## config.mk

```make
export PLATFORM = sky130hd
export DESIGN_NAME = load_align_unit_flat
export DESIGN_NICKNAME = d
export VERILOG_FILES = /design/src/rtl/load_align_unit_pkg.sv /design/src/rtl/load_align_unit_if.sv /design/src/rtl/load_align_unit_extract.sv /design/src/rtl/load_align_unit.sv /design/src/flat_wrapper.sv
export SDC_FILE = /design/constraint.sdc
export NUM_CORES = 1
export LEC_CHECK = 0
export ABC_AREA = 1
export CORE_ASPECT_RATIO = 0.5
export CORE_MARGIN = 2
export CORE_UTILIZATION = 52
export DETAILED_ROUTE_END_ITERATION = 10
export GPL_TIMING_DRIVEN = 1
export PLACE_DENSITY_LB_ADDON = 0.25
export SLEW_MARGIN = 10
export SYNTH_ARGS = -nofsm -noshare
export SYNTH_HDL_FRONTEND = slang
export SYNTH_SLANG_ARGS = --single-unit
```

## constraint.sdc

```tcl
create_clock -name clk -period 3.1 [get_ports clk]
set_input_delay 0.31 -clock clk [delete_from_list [all_inputs] [get_ports clk]]
set_output_delay 0.31 -clock clk [all_outputs]
set_load 0.01 [all_outputs]
```

## src/rtl/load_align_unit_pkg.sv

```systemverilog
// load_align_unit_pkg: shared funct3 codes (loads and stores) and load FSM state encoding
package load_align_unit_pkg;

   typedef logic [2:0] func3_t;

   localparam func3_t FNC_LB  = 3'd0;
   localparam func3_t FNC_LH  = 3'd1;
   localparam func3_t FNC_LW  = 3'd2;
   localparam func3_t FNC_LBU = 3'd4;
   localparam func3_t FNC_LHU = 3'd5;
   localparam func3_t FNC_SB  = 3'd0;
   localparam func3_t FNC_SH  = 3'd1;
   localparam func3_t FNC_SW  = 3'd2;

   localparam logic [1:0] ST_IDLE  = 2'd0;
   localparam logic [1:0] ST_DATA1 = 2'd1;
   localparam logic [1:0] ST_DATA2 = 2'd2;
   localparam logic [1:0] ST_RESP  = 2'd3;

   function automatic logic is_misaligned(func3_t f3, logic [1:0] off);
      return ((f3 == FNC_LH || f3 == FNC_LHU) && off[0]) || (f3 == FNC_LW && off != 2'd0);
   endfunction

endpackage

```

## src/rtl/load_align_unit_if.sv

```systemverilog
// load_align_unit_if: load request / response handshake bundle
interface load_align_unit_if #(
   parameter int DWIDTH = 32,
   parameter int TAG_W  = 5
);
   import load_align_unit_pkg::*;

   logic              req_valid;
   logic              req_ready;
   func3_t            req_func3;
   logic [31:0]       req_addr;
   logic [TAG_W-1:0]  req_rd;
   logic              resp_valid;
   logic              resp_ready;
   logic [DWIDTH-1:0] resp_data;
   logic [TAG_W-1:0]  resp_rd;
   logic              resp_misaligned;

   modport master (
      output req_valid, req_func3, req_addr, req_rd, resp_ready,
      input  req_ready, resp_valid, resp_data, resp_rd, resp_misaligned
   );

   modport slave (
      input  req_valid, req_func3, req_addr, req_rd, resp_ready,
      output req_ready, resp_valid, resp_data, resp_rd, resp_misaligned
   );

endinterface

```

## src/rtl/load_align_unit_extract.sv

```systemverilog
// load_extract: pick byte/half/word at a byte offset from a 64-bit window and extend it
module load_extract
   import load_align_unit_pkg::*;
(
   input  func3_t      func3,
   input  logic [1:0]  offset,
   input  logic [63:0] window,
   output logic [31:0] result
);

   logic [31:0] w;

   assign w = 32'(window >> {offset, 3'b000});

   assign result = func3 == FNC_LB  ? {{24{w[7]}}, w[7:0]}   :
                   func3 == FNC_LBU ? {24'h0, w[7:0]}        :
                   func3 == FNC_LH  ? {{16{w[15]}}, w[15:0]} :
                   func3 == FNC_LHU ? {16'h0, w[15:0]}       :
                   func3 == FNC_LW  ? w                      :
                                      window[31:0];

endmodule

```

## src/rtl/load_align_unit.sv

```systemverilog
// load_align_unit: load FSM issuing 1-cycle-latency word reads and returning aligned, extended data (option: LOAD_UNIT_MISALIGNED_EN)
module load_align_unit
   import load_align_unit_pkg::*;
#(
   parameter int DWIDTH     = 32,
   parameter int MEM_AWIDTH = 14,
   parameter int TAG_W      = 5
) (
   input  logic                  clk,
   input  logic                  rst,
   load_align_unit_if.slave      bus,
   output logic                  mem_en,
   output logic [MEM_AWIDTH-1:0] mem_addr,
   input  logic [DWIDTH-1:0]     mem_dout
);

   logic [1:0]            state;
   func3_t                f3_q;
   logic [1:0]            off_q;
   logic [TAG_W-1:0]      rd_q;
   logic [MEM_AWIDTH-1:0] waddr_q;
   logic [DWIDTH-1:0]     word1_q;
   logic [DWIDTH-1:0]     data_q;
   logic                  mis_q;
   logic                  need2;
   logic                  mis_flag;
   logic [2*DWIDTH-1:0]   window;
   logic [DWIDTH-1:0]     fmt;

`ifdef LOAD_UNIT_MISALIGNED_EN
   assign need2    = (f3_q == FNC_LW && off_q != 2'd0) ||
                     ((f3_q == FNC_LH || f3_q == FNC_LHU) && off_q == 2'd3);
   assign mis_flag = 1'b0;
`else
   assign need2    = 1'b0;
   assign mis_flag = is_misaligned(f3_q, off_q);
`endif

   assign bus.req_ready       = state == ST_IDLE;
   assign bus.resp_valid      = state == ST_RESP;
   assign bus.resp_data       = data_q;
   assign bus.resp_rd         = rd_q;
   assign bus.resp_misaligned = mis_q;

   assign mem_en   = (state == ST_IDLE && bus.req_valid) || (state == ST_DATA1 && need2);
   assign mem_addr = state == ST_IDLE ? bus.req_addr[MEM_AWIDTH+1:2] : waddr_q + 1'b1;

   assign window = state == ST_DATA2 ? {mem_dout, word1_q} : {{DWIDTH{1'b0}}, mem_dout};

   load_extract u_extract (
      .func3  (f3_q),
      .offset (off_q),
      .window (window),
      .result (fmt)
   );

   // FSM: accept a request, gather one or two words, hold the formatted response until taken
   always_ff @(posedge clk or negedge rst) begin
      if (!rst) begin
         state   <= ST_IDLE;
         f3_q    <= '0;
         off_q   <= '0;
         rd_q    <= '0;
         waddr_q <= '0;
         word1_q <= '0;
         data_q  <= '0;
         mis_q   <= 1'b0;
      end else begin
         case (state)
            ST_IDLE: if (bus.req_valid) begin
               f3_q    <= bus.req_func3;
               off_q   <= bus.req_addr[1:0];
               rd_q    <= bus.req_rd;
               waddr_q <= bus.req_addr[MEM_AWIDTH+1:2];
               state   <= ST_DATA1;
            end
            ST_DATA1: if (need2) begin
               word1_q <= mem_dout;
               state   <= ST_DATA2;
            end else begin
               data_q <= mis_flag ? '0 : fmt;
               mis_q  <= mis_flag;
               state  <= ST_RESP;
            end
            ST_DATA2: begin
               data_q <= fmt;
               mis_q  <= 1'b0;
               state  <= ST_RESP;
            end
            default: if (bus.resp_ready) state <= ST_IDLE;
         endcase
      end
   end

endmodule

```

## src/flat_wrapper.sv

```systemverilog
// flat-port wrapper written by rule: the top's interface ports become plain ports
module load_align_unit_flat import load_align_unit_pkg::*;
#(
   parameter int DWIDTH     = 32,
   parameter int MEM_AWIDTH = 14,
   parameter int TAG_W      = 5
)
  (clk, rst, mem_en, mem_addr, mem_dout, bus_req_valid, bus_req_func3, bus_req_addr, bus_req_rd, bus_resp_ready, bus_req_ready, bus_resp_valid, bus_resp_data, bus_resp_rd, bus_resp_misaligned);
  load_align_unit_if #(.DWIDTH(DWIDTH), .TAG_W(TAG_W)) bus_i ();
  input  logic clk;
  input  logic rst;
  output logic mem_en;
  output logic [MEM_AWIDTH-1:0] mem_addr;
  input  logic [DWIDTH-1:0] mem_dout;
  input wire logic [$bits(bus_i.req_valid)-1:0] bus_req_valid;
  input wire logic [$bits(bus_i.req_func3)-1:0] bus_req_func3;
  input wire logic [$bits(bus_i.req_addr)-1:0] bus_req_addr;
  input wire logic [$bits(bus_i.req_rd)-1:0] bus_req_rd;
  input wire logic [$bits(bus_i.resp_ready)-1:0] bus_resp_ready;
  output wire logic [$bits(bus_i.req_ready)-1:0] bus_req_ready;
  output wire logic [$bits(bus_i.resp_valid)-1:0] bus_resp_valid;
  output wire logic [$bits(bus_i.resp_data)-1:0] bus_resp_data;
  output wire logic [$bits(bus_i.resp_rd)-1:0] bus_resp_rd;
  output wire logic [$bits(bus_i.resp_misaligned)-1:0] bus_resp_misaligned;
  assign bus_i.req_valid = bus_req_valid;
  assign bus_i.req_func3 = bus_req_func3;
  assign bus_i.req_addr = bus_req_addr;
  assign bus_i.req_rd = bus_req_rd;
  assign bus_i.resp_ready = bus_resp_ready;
  assign bus_req_ready = bus_i.req_ready;
  assign bus_resp_valid = bus_i.resp_valid;
  assign bus_resp_data = bus_i.resp_data;
  assign bus_resp_rd = bus_i.resp_rd;
  assign bus_resp_misaligned = bus_i.resp_misaligned;
  load_align_unit #(.DWIDTH(DWIDTH), .MEM_AWIDTH(MEM_AWIDTH), .TAG_W(TAG_W)) u_core (.clk(clk), .rst(rst), .bus(bus_i), .mem_en(mem_en), .mem_addr(mem_addr), .mem_dout(mem_dout));
endmodule
```

==> results_dict.tcl, run 1 <==
set metrics [dict create \
    crit_type "flip-flop to output port" \
    cts.clk_slew.worst_paths_ns 0.05 \
    crit_required_ns 2.79 \
    drt_iter0_markers 495 \
    fmax_mhz 348 \
    cts_root_buf "clkbuf_16" \
    synth_simple_gate_area_share_pct 44.7 \
    fin_area_mm2 0.00596 \
    cts_resized 0 \
    portBuffers 114 \
    clock_path_buffers 2 \
    final_common_cell "nand2_1" \
    start_util_pct 54.7 \
    synth_top_family_by_area "simple AND/OR/NAND/NOR gates" \
    grt_pass1_vias 4675 \
    synthXorXnorAreaFrac_pct 0.590 \
    worstMarginPinSlew_ns 0.892 \
    grt_antenna_before_repair 0 \
    cts_buffers 9 \
    critPathLaunchType "flip-flop" \
    synth_top_area_cell "dfrtp_1" \
    post-dp-hpwl_um 9540 \
    min_period_over_period_pct 92.8 \
    drc_errors 0 \
    peakVddDrop_mv 0.744 \
    status "completed" \
    holdBufCountCts 0 \
    fill_cells 709 \
    grt_pass1_wl_um 22500 \
    synthMuxAreaShare_pct 0 \
    cp_data_arrival_time_ns 2.57 \
    seq_area_frac_synth_pct 33.1 \
    rsz0062_at_grt "no" \
    synth.distinct_cells 30 \
    timing.setup.tns_ns 0 \
    yosys-top-cells-area "dfrtp_1, nand2_1, nand3_1" \
    finalHoldViolCount 0 \
    most-common-layout-cells "nand2_1, nand3_1, clkdlybuf4s50_1" \
    period_needed_ns 2.88 \
    core_area_mm2 0.00814 \
    dieWidth_um 135 \
    cts_tree "built" \
    syn_inst 734 \
    hold_path_class "input port to asynchronous set/reset pin" \
    slew_headroom_pct 40.5 \
    synth_compound_area_share_pct 9.33 \
    vias_per_cell 5.47 \
    num_io_pins 131 \
    gp_congestion 0.936 \
    power_density_mw_per_mm2 1150 \
    avgSynthCellArea_um2 6.07 \
    cts.sinks 59 \
    synth_top_area_share_pct 33.1 \
    nets 914 \
    firstDrtPassIters 5 \
    reg2reg_depth 11 \
    setup_viol 0 \
    clk_latency_ns 0.33 \
    syn_nets 816 \
    drv_slew 0 \
    grt_max_degree 46 \
    synthAdderAreaFrac_pct 1.69 \
    skew_ns 0.00630 \
    yosys_warnings 0 \
    antenna-diode-count 0 \
    rrSetupSlack_ns 0.89 \
    drt_wl_total_um 13800 \
    die_y_um 69.4 \
    leakagePower_nw 3.16 \
    vias 5192 \
    syn_to_final_growth_pct 33.8 \
    antenna_left 0 \
    crit_fanout 4 \
    place_area_mm2 0.00564 \
    rows 23 \
    post_cts_buffers 0 \
    drv_cap 0 \
    cp-end-kind "output port" \
    globalRouteOverflowTotal 0 \
    yosys_register_bits 59 \
    drive_above_1_share_pct 5.38 \
    h-tree-depth 3 \
    netlist_area_mm2 0.00445 \
    dieArea_mm2 0.00937 \
    wire_per_inst_um 14.5 \
    grt_usage_pct 30.2 \
]
-- power breakdown --
group	switching [mW]	internal (mW)	total, mW	leakage, nW
clock network	0.361	0.726	1.09	0.157
registers	0.269	1.14	1.41	0.744
logic	2.68	1.66	4.34	2.26
-- cell families after synthesis --
kind of cell / count (synthesis)
simple gates: 475
buf+inv: 115
compound gates: 76
flops: 59
fa+ha+maj: 6
xor+xnor: 3
-- metal layers --
layer / up-vias / share of wire (%) / track usage (%)
met3: 30 / 14 / 9.50
met4: 0 / 1.6 / 8.77
li1: 2530 / - / -
met5: - / 0 / 0
met2: 322 / 41 / 45.0
met1: 2310 / 44 / 42.2
-- metrics by stage --
stage | hold WS, ns | worst slack, ns | total power, mW | util, % | cells
finish | 0.0968 | 0.225 | 6.84 | 73.2 | 949
global route | 0.183 | 0.121 | 7.41 | 73.2 | 949
CTS | 0.136 | 0.241 | 6.80 | 73.2 | 949
detailed placement | 0.464 | 0.658 | 5.65 | 69.2 | 933
global placement | 0.462 | 0.670 | 5.59 | 69.2 | 933
floorplan | 0.0144 | 1.32 | 4.18 | - | 734
-- final timing paths --
| check | end | from |
|---|---|---|
| worst max-delay path | mem_addr[12] | u_core.waddr_q[0]$_DFFE_PN0P_ |
| worst min-delay path | u_core.waddr_q[3]$_DFFE_PN0P_ | rst |
| worst max register to register | u_core.bus.resp_data[25]$_DFFE_PN0P_ | u_core.state[0]$_DFFE_PN0P_ |
| worst min register to register | u_core.bus.resp_data[9]$_DFFE_PN0P_ | u_core.bus.resp_data[9]$_DFFE_PN0P_ |
| max in group asynchronous | u_core.bus.resp_data[18]$_DFFE_PN0P_ | rst |
| min in group clk | u_core.bus.resp_data[9]$_DFFE_PN0P_ | u_core.bus.resp_data[9]$_DFFE_PN0P_ |
-- Yosys cell counts --
library cell / instances
nor2_2: 2
nand3_1: 118
inv_1: 67
nand2_1: 310
buf_4: 2
inv_2: 7
nand2_2: 1
ha_1: 6
dfrtp_1: 59
inv_4: 1
a21oi_1: 12
clkbuf_1: 18
clkinv_1: 1
o211ai_1: 6
nor2_1: 34
buf_1: 2
nand3_2: 2
a22oi_1: 1
nor2_4: 2
buf_2: 16
o21ai_1: 6
xnor2_1: 1
nand3_4: 1
a21oi_4: 1
buf_6: 1
xor2_1: 2
a21oi_2: 1
nand4_1: 5
o22ai_1: 2
o21ai_0: 47
-- flip-flops by register name, indices dropped and copies added (netlist names) --
name,cells
u_core.bus.resp_data,32
u_core.bus.resp_misaligned,1
u_core.bus.resp_rd,5
u_core.f3_q,3
u_core.off_q,2
u_core.state,2
u_core.waddr_q,14
-- final cells by class --
type	instances	area (um2)	share of cell area [%]
multi-input cells	560	2510	42.1
inverters	76	288	4.83
repair buffers	126	1230	20.6
flip-flops and latches	59	1480	24.8
well taps	112	140	2.35
clock buffers	12	246	4.14
clock inverters	4	73.8	1.24
-- critical path: stages (launching register included) --
cell and delay (ns):
dfrtp_1 0.43, ha_1 0.24, nand4_1 0.13, nor2_1 0.19, nand2_1 0.11, nor2_1 0.22, nand2_1 0.09, nand2_1 0.07
nand3_1 0.06, o21ai_0 0.12, clkdlybuf4s50_1 0.58
Note: power is estimated with default switching activity, not from simulation.
==> run 2, diff against run 1 <==
--- a/config.mk
+++ b/config.mk
@@ -8,10 +8,12 @@
 export ABC_AREA = 1
 export CORE_ASPECT_RATIO = 0.5
 export CORE_MARGIN = 2
-export CORE_UTILIZATION = 52
+export CORE_UTILIZATION = 53
+export CTS_BUF_LIST = sky130_fd_sc_hd__clkbuf_2
 export DETAILED_ROUTE_END_ITERATION = 10
 export GPL_TIMING_DRIVEN = 1
 export PLACE_DENSITY_LB_ADDON = 0.25
+export RECOVER_POWER = 50
 export SLEW_MARGIN = 10
 export SYNTH_ARGS = -nofsm -noshare
 export SYNTH_HDL_FRONTEND = slang
==> results_dict.tcl, run 2 (synthesis gave the netlist of run 1 again) <==
set metrics [dict create \
    hold_path_class "input port to flip-flop" \
    most-common-layout-cells "nand2_1, nand3_1, clkdlybuf4s50_1" \
    grt_antenna_before_repair 0 \
    cts_root_buf "clkbuf_2" \
    drive_above_1_share_pct 5.26 \
    drt-met1-wl_um 5820 \
    fin_area_mm2 0.00577 \
    place_inst 932 \
    routed.top_layer "met4" \
    status "finished with violations" \
    p_total_mw 6.31 \
    drt_iter0_markers 550 \
    min_period_over_period_pct 93.4 \
    globalRouteOverflowTotal 0 \
    fmax_mhz 345 \
    syn_to_final_growth_pct 29.6 \
    crit_required_ns 2.79 \
    vias_per_cell 5.50 \
    instances_no_fill 949 \
    nets 915 \
    peakVddDrop_mv 0.629 \
    cts_buffers 9 \
    cp_data_arrival_time_ns 2.59 \
    die_y_um 68.8 \
    antenna_left 0 \
    clock_path_buffers 2 \
    slew_headroom_pct -52.9 \
    rows 23 \
    drv_cap 1 \
    vias 5220 \
    dieWidth_um 134 \
    skew_ns 0.0371 \
    wire_per_inst_um 14.2 \
    final_common_cell "nand2_1" \
    grt_max_degree 46 \
    drc_errors 0 \
    num_io_pins 131 \
    grt_usage_pct 29.5 \
    grt_pass1_vias 4401 \
    worstMarginPinSlew_ns 2.29 \
    setup_viol 0 \
    drt_wl_total_um 13400 \
    clk_latency_ns 0.55 \
    largest_reg_flops 32 \
    cts_tree "built" \
    timing.setup.tns_ns 0 \
    post-dp-hpwl_um 9230 \
    crit_type "flip-flop to output port" \
    start_util_pct 55.1 \
    leakagePower_nw 3.10 \
    finalHoldViolCount 0 \
    antenna-diode-count 0 \
    grt_pass1_wl_um 21100 \
    crit_fanout 4 \
    dieArea_mm2 0.00920 \
    power_density_mw_per_mm2 1090 \
    cts.sinks 59 \
    core_area_mm2 0.00809 \
    route.met2.wl_um 5740 \
    period_needed_ns 2.90 \
    cts.clk_slew.worst_paths_ns 0.18 \
    firstDrtPassIters 6 \
    portBuffers 114 \
    drv_slew 41 \
    h-tree-depth 3 \
    place_area_mm2 0.00563 \
    gp_congestion 0.926 \
    wl_met3_um 1630 \
    cp-end-kind "output port" \
    rrSetupSlack_ns 0.79 \
    violations "capacitance limit, slew limit" \
    critPathLaunchType "flip-flop" \
]
run 2: cell types whose count changed in the layout (fill, tap and decap cells not counted), sizes merged:
cell           before  now
clkdlybuf4s50     113  107
buf                13    9
dlygate4sd3         0    6
clkinv              3    5
dlymetal6s2s        0    1
clkbuf             12   13
run 2: path summary, 6_finish.rpt:
check,from,to,depth (start not counted)
setup / recovery,u_core.waddr_q[0]$_DFFE_PN0P_,mem_addr[8],8
hold / removal,bus_req_rd[1],u_core.bus.resp_rd[1]$_DFFE_PN0P_,3
setup reg to reg,u_core.state[0]$_DFFE_PN0P_,u_core.bus.resp_data[29]$_DFFE_PN0P_,13
hold reg to reg,u_core.bus.resp_data[19]$_DFFE_PN0P_,u_core.bus.resp_data[19]$_DFFE_PN0P_,2
max in group asynchronous,rst,u_core.bus.resp_data[29]$_DFFE_PN0P_,3
min in group asynchronous,rst,u_core.bus.resp_data[7]$_DFFE_PN0P_,2
run 2: final cells by class:
class,instances,area (um2)
Multi-Input combinational cell,560,2520
Sequential cell,59,1480
Fill cell,711,2310
Clock inverter,6,81.3
Clock buffer,9,45.0
Tap cell,112,140
Timing Repair Buffer,127,1230
Inverter,76,288
run 2: critical path, stage by stage, from the launching register on:
cell and delay, ns:
dfrtp_1 0.44, ha_1 0.23, nand4_1 0.17, nor2_2 0.18, nand2_1 0.12, nor2_2 0.16, nor2_1 0.06, o22ai_1 0.14
clkdlybuf4s50_1 0.57
run 2: routing by layer:
metal,up-vias,GRT usage (%)
li1,2527,-
met1,2347,39.0
met2,312,47.3
met3,34,9.87
met4,0,7.98
met5,-,0
run 2: what timing repair did:
item	in CTS	in global routing
resized for setup	0	4
hold buffers	1	0
buffers inserted	0	1
hold endpoints to repair	39	0
endpoints found under the setup margin	0	10
run 2: power by group:
part,switching [mW],internal (mW),total (mW)
sequential,0.265,1.13,1.40
clock,0.316,0.258,0.574
combinational,2.69,1.65,4.34
total,3.27,3.04,6.31
run 2: metrics by stage:
step                      worst slack (ns)  utilization [%]  hold slack [ns]
after floorplan                       1.32                -           0.0144
after global placement               0.702             69.6            0.463
after detailed placement             0.695             69.6            0.464
after CTS                           0.0603             71.3            0.255
after global routing             -0.000277             71.4            0.255
final                                0.205             71.4            0.282
